### src/rtl/gui_capture_pkg.sv
// Shared types and constants for the GUI frame capture block.
// The CRC helper is only referenced when GUI_CAPTURE_CRC_EN is defined.
package gui_capture_pkg;

    typedef enum logic [1:0] {
        S_IDLE,
        S_VSYNC,
        S_CAPTURE,
        S_DROP
    } state_t;

    localparam int PIX_W        = 4;
    localparam int PIX_PER_WORD = 8;
    localparam int WORD_W       = 32;
    localparam int ENTRY_W      = WORD_W + 2;

    typedef struct packed {
        logic [WORD_W-1:0] data;
        logic              sof;
        logic              eol;
    } entry_t;

    localparam logic [31:0] CRC_POLY = 32'hEDB88320;
    localparam logic [31:0] CRC_INIT = 32'hFFFFFFFF;

    // Reflected CRC-32 over one word; bytes LSB first equals bits 0..31 in order.
    function automatic logic [31:0] crc32_word(input logic [31:0] crc,
                                               input logic [31:0] data);
        logic [31:0] c;
        c = crc;
        for (int i = 0; i < 32; i++) begin
            c = (c[0] ^ data[i]) ? ((c >> 1) ^ CRC_POLY) : (c >> 1);
        end
        return c;
    endfunction

endpackage

### src/rtl/gui_capture_fifo.sv
// First-word-fall-through FIFO for packed capture words.
// A push into a full FIFO is accepted only when a pop happens in the same cycle.
module gui_capture_fifo
    import gui_capture_pkg::*;
#(
    parameter int DEPTH = 64
) (
    input  logic               clk,
    input  logic               reset,
    input  logic               push,
    input  logic [ENTRY_W-1:0] wdata,
    input  logic               pop,
    output logic [ENTRY_W-1:0] rdata,
    output logic               full,
    output logic               empty
);

    localparam int AW = $clog2(DEPTH);

    logic [ENTRY_W-1:0] mem [DEPTH];
    logic [AW-1:0]      wr_ptr;
    logic [AW-1:0]      rd_ptr;
    logic [AW:0]        count;
    logic               do_push;
    logic               do_pop;

    assign full    = (count == (AW+1)'(DEPTH));
    assign empty   = (count == '0);
    assign do_pop  = pop && !empty;
    assign do_push = push && (!full || do_pop);
    assign rdata   = mem[rd_ptr];

    always_ff @(posedge clk) begin
        if (reset) begin
            wr_ptr <= '0;
            rd_ptr <= '0;
            count  <= '0;
        end else begin
            if (do_push) wr_ptr <= wr_ptr + 1'b1;
            if (do_pop)  rd_ptr <= rd_ptr + 1'b1;
            count <= count + (AW+1)'(do_push) - (AW+1)'(do_pop);
        end
    end

    always_ff @(posedge clk) begin
        if (do_push) mem[wr_ptr] <= wdata;
    end

endmodule

### src/rtl/gui_frame_capture.sv
// Captures whole frames of 4-bit pixels, packs eight per word into a FIFO.
// Define GUI_CAPTURE_CRC_EN to add a per-frame CRC-32 (o_crc, o_crc_vld).
module gui_frame_capture
    import gui_capture_pkg::*;
#(
    parameter int H_ACTIVE   = 384,
    parameter int V_ACTIVE   = 256,
    parameter int FIFO_DEPTH = 64
) (
    input  logic        i_clk,
    input  logic        i_reset,
    input  logic        i_vsync,
    input  logic        i_pix_vld,
    input  logic [3:0]  i_pix,
    input  logic        i_capture_en,
    input  logic        i_err_clr,
    output logic        o_vld,
    input  logic        i_rdy,
    output logic [31:0] o_data,
    output logic        o_sof,
    output logic        o_eol,
    output logic [15:0] o_frame_cnt,
`ifdef GUI_CAPTURE_CRC_EN
    output logic [31:0] o_crc,
    output logic        o_crc_vld,
`endif
    output logic [1:0]  o_err
);

    localparam int XW = $clog2(H_ACTIVE);
    localparam int YW = $clog2(V_ACTIVE + 1);
    localparam int PW = WORD_W - PIX_W;

    state_t        state;
    logic          vsync_q;
    logic [XW-1:0] x_q;
    logic [YW-1:0] y_q;
    logic [PW-1:0] pack_q;
    entry_t        word_q;
    logic          word_pend;
    logic          word_last;
    logic [15:0]   frame_cnt;
    logic [1:0]    err_q;

    entry_t head;
    logic   fifo_full;
    logic   fifo_empty;
    logic   vsync_fall;
    logic   done_pend;
    logic   trunc;
    logic   pix_take;
    logic   word_done;
    logic   line_end;
    logic   frame_end;
    logic   pop;
    logic   push_ok;
    logic   ovf;

    assign vsync_fall = vsync_q && !i_vsync;
    // Once the frame's last word is pending, no pixel or vsync can disturb it.
    assign done_pend  = word_pend && word_last;
    assign trunc      = (state == S_CAPTURE) && i_vsync && !done_pend;
    assign pix_take   = (state == S_CAPTURE) && !i_vsync && i_pix_vld
                        && !done_pend;
    assign word_done  = pix_take && (x_q[2:0] == 3'd7);
    assign line_end   = (x_q == XW'(H_ACTIVE - 1));
    assign frame_end  = line_end && (y_q == YW'(V_ACTIVE - 1));
    assign pop        = o_vld && i_rdy;
    assign push_ok    = word_pend && (!fifo_full || pop);
    assign ovf        = word_pend && fifo_full && !pop;

    always_ff @(posedge i_clk) begin
        if (i_reset) begin
            state     <= S_IDLE;
            vsync_q   <= 1'b0;
            x_q       <= '0;
            y_q       <= '0;
            pack_q    <= '0;
            word_q    <= '0;
            word_pend <= 1'b0;
            word_last <= 1'b0;
            frame_cnt <= '0;
            err_q     <= '0;
        end else begin
            vsync_q   <= i_vsync;
            word_pend <= word_done;
            err_q     <= (err_q & {2{~i_err_clr}}) | {trunc, ovf};

            if (word_done) begin
                word_q.data <= {i_pix, pack_q};
                word_q.sof  <= (x_q == XW'(PIX_PER_WORD - 1)) && (y_q == '0);
                word_q.eol  <= line_end;
                word_last   <= frame_end;
            end

            if (pix_take) begin
                pack_q <= {i_pix, pack_q[PW-1:PIX_W]};
                if (line_end) begin
                    x_q <= '0;
                    y_q <= y_q + YW'(1);
                end else begin
                    x_q <= x_q + 1'b1;
                end
            end

            if (push_ok && word_last) frame_cnt <= frame_cnt + 16'd1;

            unique case (state)
                S_IDLE: begin
                    if (i_vsync) state <= S_VSYNC;
                end
                S_VSYNC: begin
                    if (vsync_fall) begin
                        if (i_capture_en) begin
                            state  <= S_CAPTURE;
                            x_q    <= '0;
                            y_q    <= '0;
                            pack_q <= '0;
                        end else begin
                            state <= S_IDLE;
                        end
                    end
                end
                S_CAPTURE: begin
                    if (trunc)                      state <= S_VSYNC;
                    else if (ovf)                   state <= S_DROP;
                    else if (push_ok && word_last)  state <= S_IDLE;
                end
                S_DROP: begin
                    if (i_vsync) state <= S_VSYNC;
                end
                default: state <= S_IDLE;
            endcase
        end
    end

    gui_capture_fifo #(
        .DEPTH (FIFO_DEPTH)
    ) u_fifo (
        .clk   (i_clk),
        .reset (i_reset),
        .push  (push_ok),
        .wdata (word_q),
        .pop   (pop),
        .rdata (head),
        .full  (fifo_full),
        .empty (fifo_empty)
    );

    assign o_vld       = !fifo_empty;
    assign o_data      = fifo_empty ? '0 : head.data;
    assign o_sof       = !fifo_empty && head.sof;
    assign o_eol       = !fifo_empty && head.eol;
    assign o_frame_cnt = frame_cnt;
    assign o_err       = err_q;

`ifdef GUI_CAPTURE_CRC_EN
    logic [31:0] crc_q;
    logic [31:0] crc_nxt;

    assign crc_nxt = crc32_word(crc_q, word_q.data);

    always_ff @(posedge i_clk) begin
        if (i_reset) begin
            crc_q     <= CRC_INIT;
            o_crc     <= '0;
            o_crc_vld <= 1'b0;
        end else begin
            o_crc_vld <= 1'b0;
            if (state == S_VSYNC && vsync_fall && i_capture_en) begin
                crc_q <= CRC_INIT;
            end else if (push_ok) begin
                crc_q <= crc_nxt;
            end
            if (push_ok && word_last) begin
                o_crc     <= ~crc_nxt;
                o_crc_vld <= 1'b1;
            end
        end
    end
`endif

endmodule

### config.mk
export PLATFORM = sky130hd
export DESIGN_NAME = gui_frame_capture
export DESIGN_NICKNAME = d
export VERILOG_FILES = /design/src/rtl/gui_capture_pkg.sv /design/src/rtl/gui_capture_fifo.sv /design/src/rtl/gui_frame_capture.sv
export SDC_FILE = /design/constraint.sdc
export NUM_CORES = 2
export LEC_CHECK = 0
export BUFFER_PORTS_ARGS = -buffer_cell sky130_fd_sc_hd__buf_2
export CELL_PAD_IN_SITES_DETAIL_PLACEMENT = 0
export CELL_PAD_IN_SITES_GLOBAL_PLACEMENT = 1
export CORE_ASPECT_RATIO = 0.8
export CORE_MARGIN = 5
export CORE_UTILIZATION = 50
export CTS_CLUSTER_SIZE = 10
export DETAILED_ROUTE_END_ITERATION = 8
export GPL_TIMING_DRIVEN = 0
export PLACE_DENSITY = 0.8
export SKIP_CTS_REPAIR_TIMING = 1
export SLEW_MARGIN = 15
export SYNTH_ARGS = -nofsm -noshare
export SYNTH_HDL_FRONTEND = slang
export SYNTH_HIERARCHICAL = 1
export SYNTH_SLANG_ARGS = --single-unit
export TNS_END_PERCENT = 10
### constraint.sdc
create_clock -name i_clk -period 7.89 [get_ports i_clk]
set_clock_uncertainty 0.05 [all_clocks]
set_input_delay 2.367 -clock i_clk [delete_from_list [all_inputs] [get_ports i_clk]]
set_output_delay 2.367 -clock i_clk [all_outputs]
set_load 0.01 [all_outputs]
==> results.py <==
metrics = {
    "outcome": {
        "run_status": "finished, final reports clean",
    },
    "logic_synthesis": {
        "post_synth_and_or_nand_nor_area_fraction": 0.03162,
        "yosys-top-cells-count": "2176 x sky130_fd_sc_hd__edfxtp_1, 536 x sky130_fd_sc_hd__mux4_2, 204 x sky130_fd_sc_hd__nand2_1",
        "synth_edf_count": 2176,
        "synthAdderAreaFrac": 0.003057,
        "synth-compound-area-share": 0.02808,
        "synthCells": 4256,
        "area_share_of_xor_xnor_cells_in_the_synthesized_design": 0.002675,
        "top_cell_type_s_share_of_synthesized_area": 0.7391,
        "yosys.cell_count.top_type": "sky130_fd_sc_hd__edfxtp_1",
        "synth_mux_area_frac": 0.1492,
        "synth_warnings": 6,
        "synthesis.area_um2": 88410,
        "synthTopCellsByArea": "sky130_fd_sc_hd__edfxtp_1 74%, sky130_fd_sc_hd__mux4_2 14%, sky130_fd_sc_hd__dfxtp_1 2.9%, sky130_fd_sc_hd__o22ai_1 0.97%, sky130_fd_sc_hd__nand2_1 0.87%",
        "ys_seq_area_frac": 0.7681,
        "synth-seq-cells": 2304,
        "ys_dominant_reg_cell": "sky130_fd_sc_hd__edfxtp_1",
        "synth_top_family_by_area": "multiplexers",
        "synthDistinctLibCells": 69,
        "ys_async_sr_fraction": 0,
        "synth_nets": 4288,
        "synth.largest_area_cell": "sky130_fd_sc_hd__edfxtp_1",
        "mapped_avg_cell_area_um2": 20.77,
    },
    "global_route": {
        "groute.usage.overall": 0.2711,
        "globalRouteOverflowTotal": 0,
        "wire_length_of_the_first_global_routing_pass_um": 351700,
        "largest_net_degree_at_the_start_of_global_routing": 66,
        "first_global_vias": 46450,
        "grt_antenna_before_repair": 7,
    },
    "setup_path": {
        "regToRegEndpoint": "u_fifo/mem[49][15]",
        "ff2ff_path_depth": 15,
        "crit_path_max_delay_cell_type": "sky130_fd_sc_hd__dfxtp_1",
        "cp_common_cell": "sky130_fd_sc_hd__buf_2",
        "critical-path-max-stage-delay_ns": 0.68,
        "startpoint_type": "flip-flop",
        "timing.critical_path.to_type": "output pin",
        "crit_chain": "buf_2, buf_2, nand3_2, buf_2, o22ai_1, nor4_1, nor2_1, a21oi_1, nor2b_1, buf_2",
        "critPathMaxFanout": 10,
        "crit_type": "flip-flop to output pin",
        "crit-reg2reg-launch": "u_fifo/count[2]",
        "critical_path_required_ns": 5.47,
        "r2r_setup_slack_ns": 2.51,
        "cp.arrival_ns": 5.42,
    },
    "floorplanning": {
        "boundaryPins": 64,
        "die_w_um": 480.1,
        "die_area_um2": 185400,
        "floorplan.initialDensity": 0.5015,
        "design.core.area_um2": 176300,
        "dieHeight_um": 386.1,
        "rows": 138,
    },
    "worst_hold_path": {
        "worstHoldPathCells": 2,
        "min_path_type": "flip-flop to flip-flop",
        "hold_end": "word_q[3]",
        "hold_start": "pack_q[1]",
    },
    "placed_design": {
        "finalWeightedCongestion": 0.8686,
        "count_of_port_buffers_added_during_placement": 63,
        "hpwlAfterDp_um": 163400,
    },
    "sta": {
        "timing_hold_violations_final": 0,
        "period_needed_ns": 7.841,
        "timing.final.max_slew_violations": 0,
        "fin_crit_sh": 0.9937,
        "worst-slew-pin-transition_ns": 1.341,
        "setup_viol": 0,
        "setup-tns-final_ns": 0,
        "achievable-frequency_mhz": 127.5,
        "slew_headroom": 0.1006,
        "unrepaired_setup_endpoints_after_global_routing": "yes",
    },
    "layout": {
        "multiInputGateArea_um2": 19510,
        "num-nets-final": 4735,
        "area_growth_pct": 15.47,
        "sequential_cell_area_um2": 68000,
        "fillers": 12270,
        "layout-drive-gt1-share": 0.2774,
    },
    "routing": {
        "wl_um": 250200,
        "route.detailed.drc": 0,
        "route.vias.total": 47380,
        "avgViaCountPerCell": 6.640,
        "drt-pass1-iter-count": 9,
        "ant_nets": 0,
        "drt_iter0_markers": 7873,
        "wire_per_inst_um": 35.06,
    },
    "clock_network": {
        "cts.path.max_buffers": 4,
        "cts_tree": "done",
        "clock_sink_count": 2304,
        "cts-buffers-inserted": 280,
        "clk_root_buffer_cell": "sky130_fd_sc_hd__clkbuf_16",
        "cts.clk_slew.worst_paths_ns": 0.05,
        "clkLatencyLatePin_ns": 0.90,
        "clock_tree.htree_level_count": 5,
    },
    "pwr": {
        "finalPower_w": 0.02690,
        "total_power_divided_by_cell_area_nw_per_um2": 263.5,
        "total_leakage_power_nw": 35.78,
        "max-vdd-ir-drop_mv": 0.1918,
    },
    "run": {
        "max_cap_violations": 0,
    },
}
## logic make-up (layout without fill, tap and decap cells)
| logic type | Yosys count | after routing |
|---|---|---|
| DFF | 2304 | 2304 |
| muxes | 643 | 643 |
| and+or+nand+nor | 601 | 601 |
| AOI/OAI and AO/OA | 394 | 394 |
| buffers and inverters | 266 | 761 |
| xor gates and xnor gates | 27 | 27 |
| adders and majority gates | 21 | 21 |
| other | 0 | 5 |
## through the flow
| stage | instance area, um^2 | utilization | setup slack (ns) | hold slack [ns] | instances |
|---|---|---|---|---|---|
| after CTS | 102000 | 0.5787 | -0.4505 | 0.4030 | 7133 |
| final | 102100 | 0.5791 | 0.04943 | 0.4024 | 7136 |
| after global placement | 91700 | 0.5202 | -0.7962 | 0.3969 | 6699 |
| after detailed placement | 94650 | 0.5369 | 0.5445 | 0.3965 | 6803 |
| after floorplan | 88410 | - | 2.287 | 0.3822 | 4256 |
| after global routing | 102100 | 0.5790 | -0.003828 | 0.4346 | 7134 |
## routing by layer
layer  wire length, um  share of wire  up-vias  track usage
met2            107400           0.43     3710       0.3821
met5                57        0.00023        -            0
li1                  -              -    18410            -
met3             40420           0.16      523       0.1104
met4              9704          0.039       10      0.09627
met1             92640           0.37    24730       0.3845
## state kept, by name, indices dropped and copies added, names as in the netlist, named ones only
name / flops
u_fifo/mem: 2176
word_q: 34
pack_q: 28
o_frame_cnt: 16
x_q: 9
y_q: 9
u_fifo/count: 7
u_fifo/rd_ptr: 6
u_fifo/wr_ptr: 6
o_err: 2
state: 2
vsync_q: 1
word_last: 1
word_pend: 1
## worst max path at each step
| stage | start | endpoint | slack, ns |
|---|---|---|---|
| 3_3_place_gp | i_rdy | u_fifo/mem[34][30] | -0.80 |
| 3_5_place_dp | flip-flop | o_data[6] | 0.54 |
| 5_1_grt | flip-flop | o_sof | -0.004 |
| 6_report | flip-flop | o_data[13] | 0.05 |
| 2_1_floorplan | i_rdy | u_fifo/mem[59][0] | 2.29 |
| 4_1_cts | flip-flop | o_data[6] | -0.45 |
## critical path, delay by kind of cell, from the launching register on
kind                   cells  cell delay, ns
AOI/OAI and AO/OA          2            0.63
DFF                        1            0.68
and+or+nand+nor            4            1.41
buffers and inverters      4            1.75
## final cells by class
cell class / count / area share
Antenna cell: 5 / 0.0001226
Buffer: 234 / 0.01387
Clock buffer: 325 / 0.07175
Clock inverter: 5 / 0.0003922
Inverter: 30 / 0.001103
Multi-Input combinational cell: 1686 / 0.1911
Sequential cell: 2304 / 0.6661
Tap cell: 2380 / 0.02917
Timing Repair Buffer: 167 / 0.02635
## layout by cell type, fill, tap and decap left out, drive strengths merged, types with 8 or more instances in the layout
cell	synthesis	final
edfxtp	2176	2176
mux4	536	536
clkbuf	77	400
buf	159	326
nand2	204	204
nor2	174	174
o22ai	137	137
dfxtp	128	128
a21oi	119	119
mux2i	71	71
nor2b	56	56
nand3	39	39
mux2	36	36
o21ai	36	36
nor4	36	36
inv	30	34
nand2b	22	22
a211oi	22	22
ha	20	20
xnor2	18	18
nor3	18	18
o221ai	16	16
nand4	15	15
o22a	12	12
xor2	9	9
o211ai	9	9
or2	8	8
## power breakdown
| group | switching [W] | total, W | internal (W) | leakage, nW |
|---|---|---|---|---|
| Clock | 0.00447 | 0.0109 | 0.00644 | 3.60 |
| Combinational | 0.00175 | 0.00276 | 0.00101 | 7.01 |
| Sequential | 0.0000206 | 0.0132 | 0.0132 | 25.2 |
| Total | 0.00624 | 0.0269 | 0.0207 | 35.8 |
Note: power is estimated with default switching activity, not from simulation.
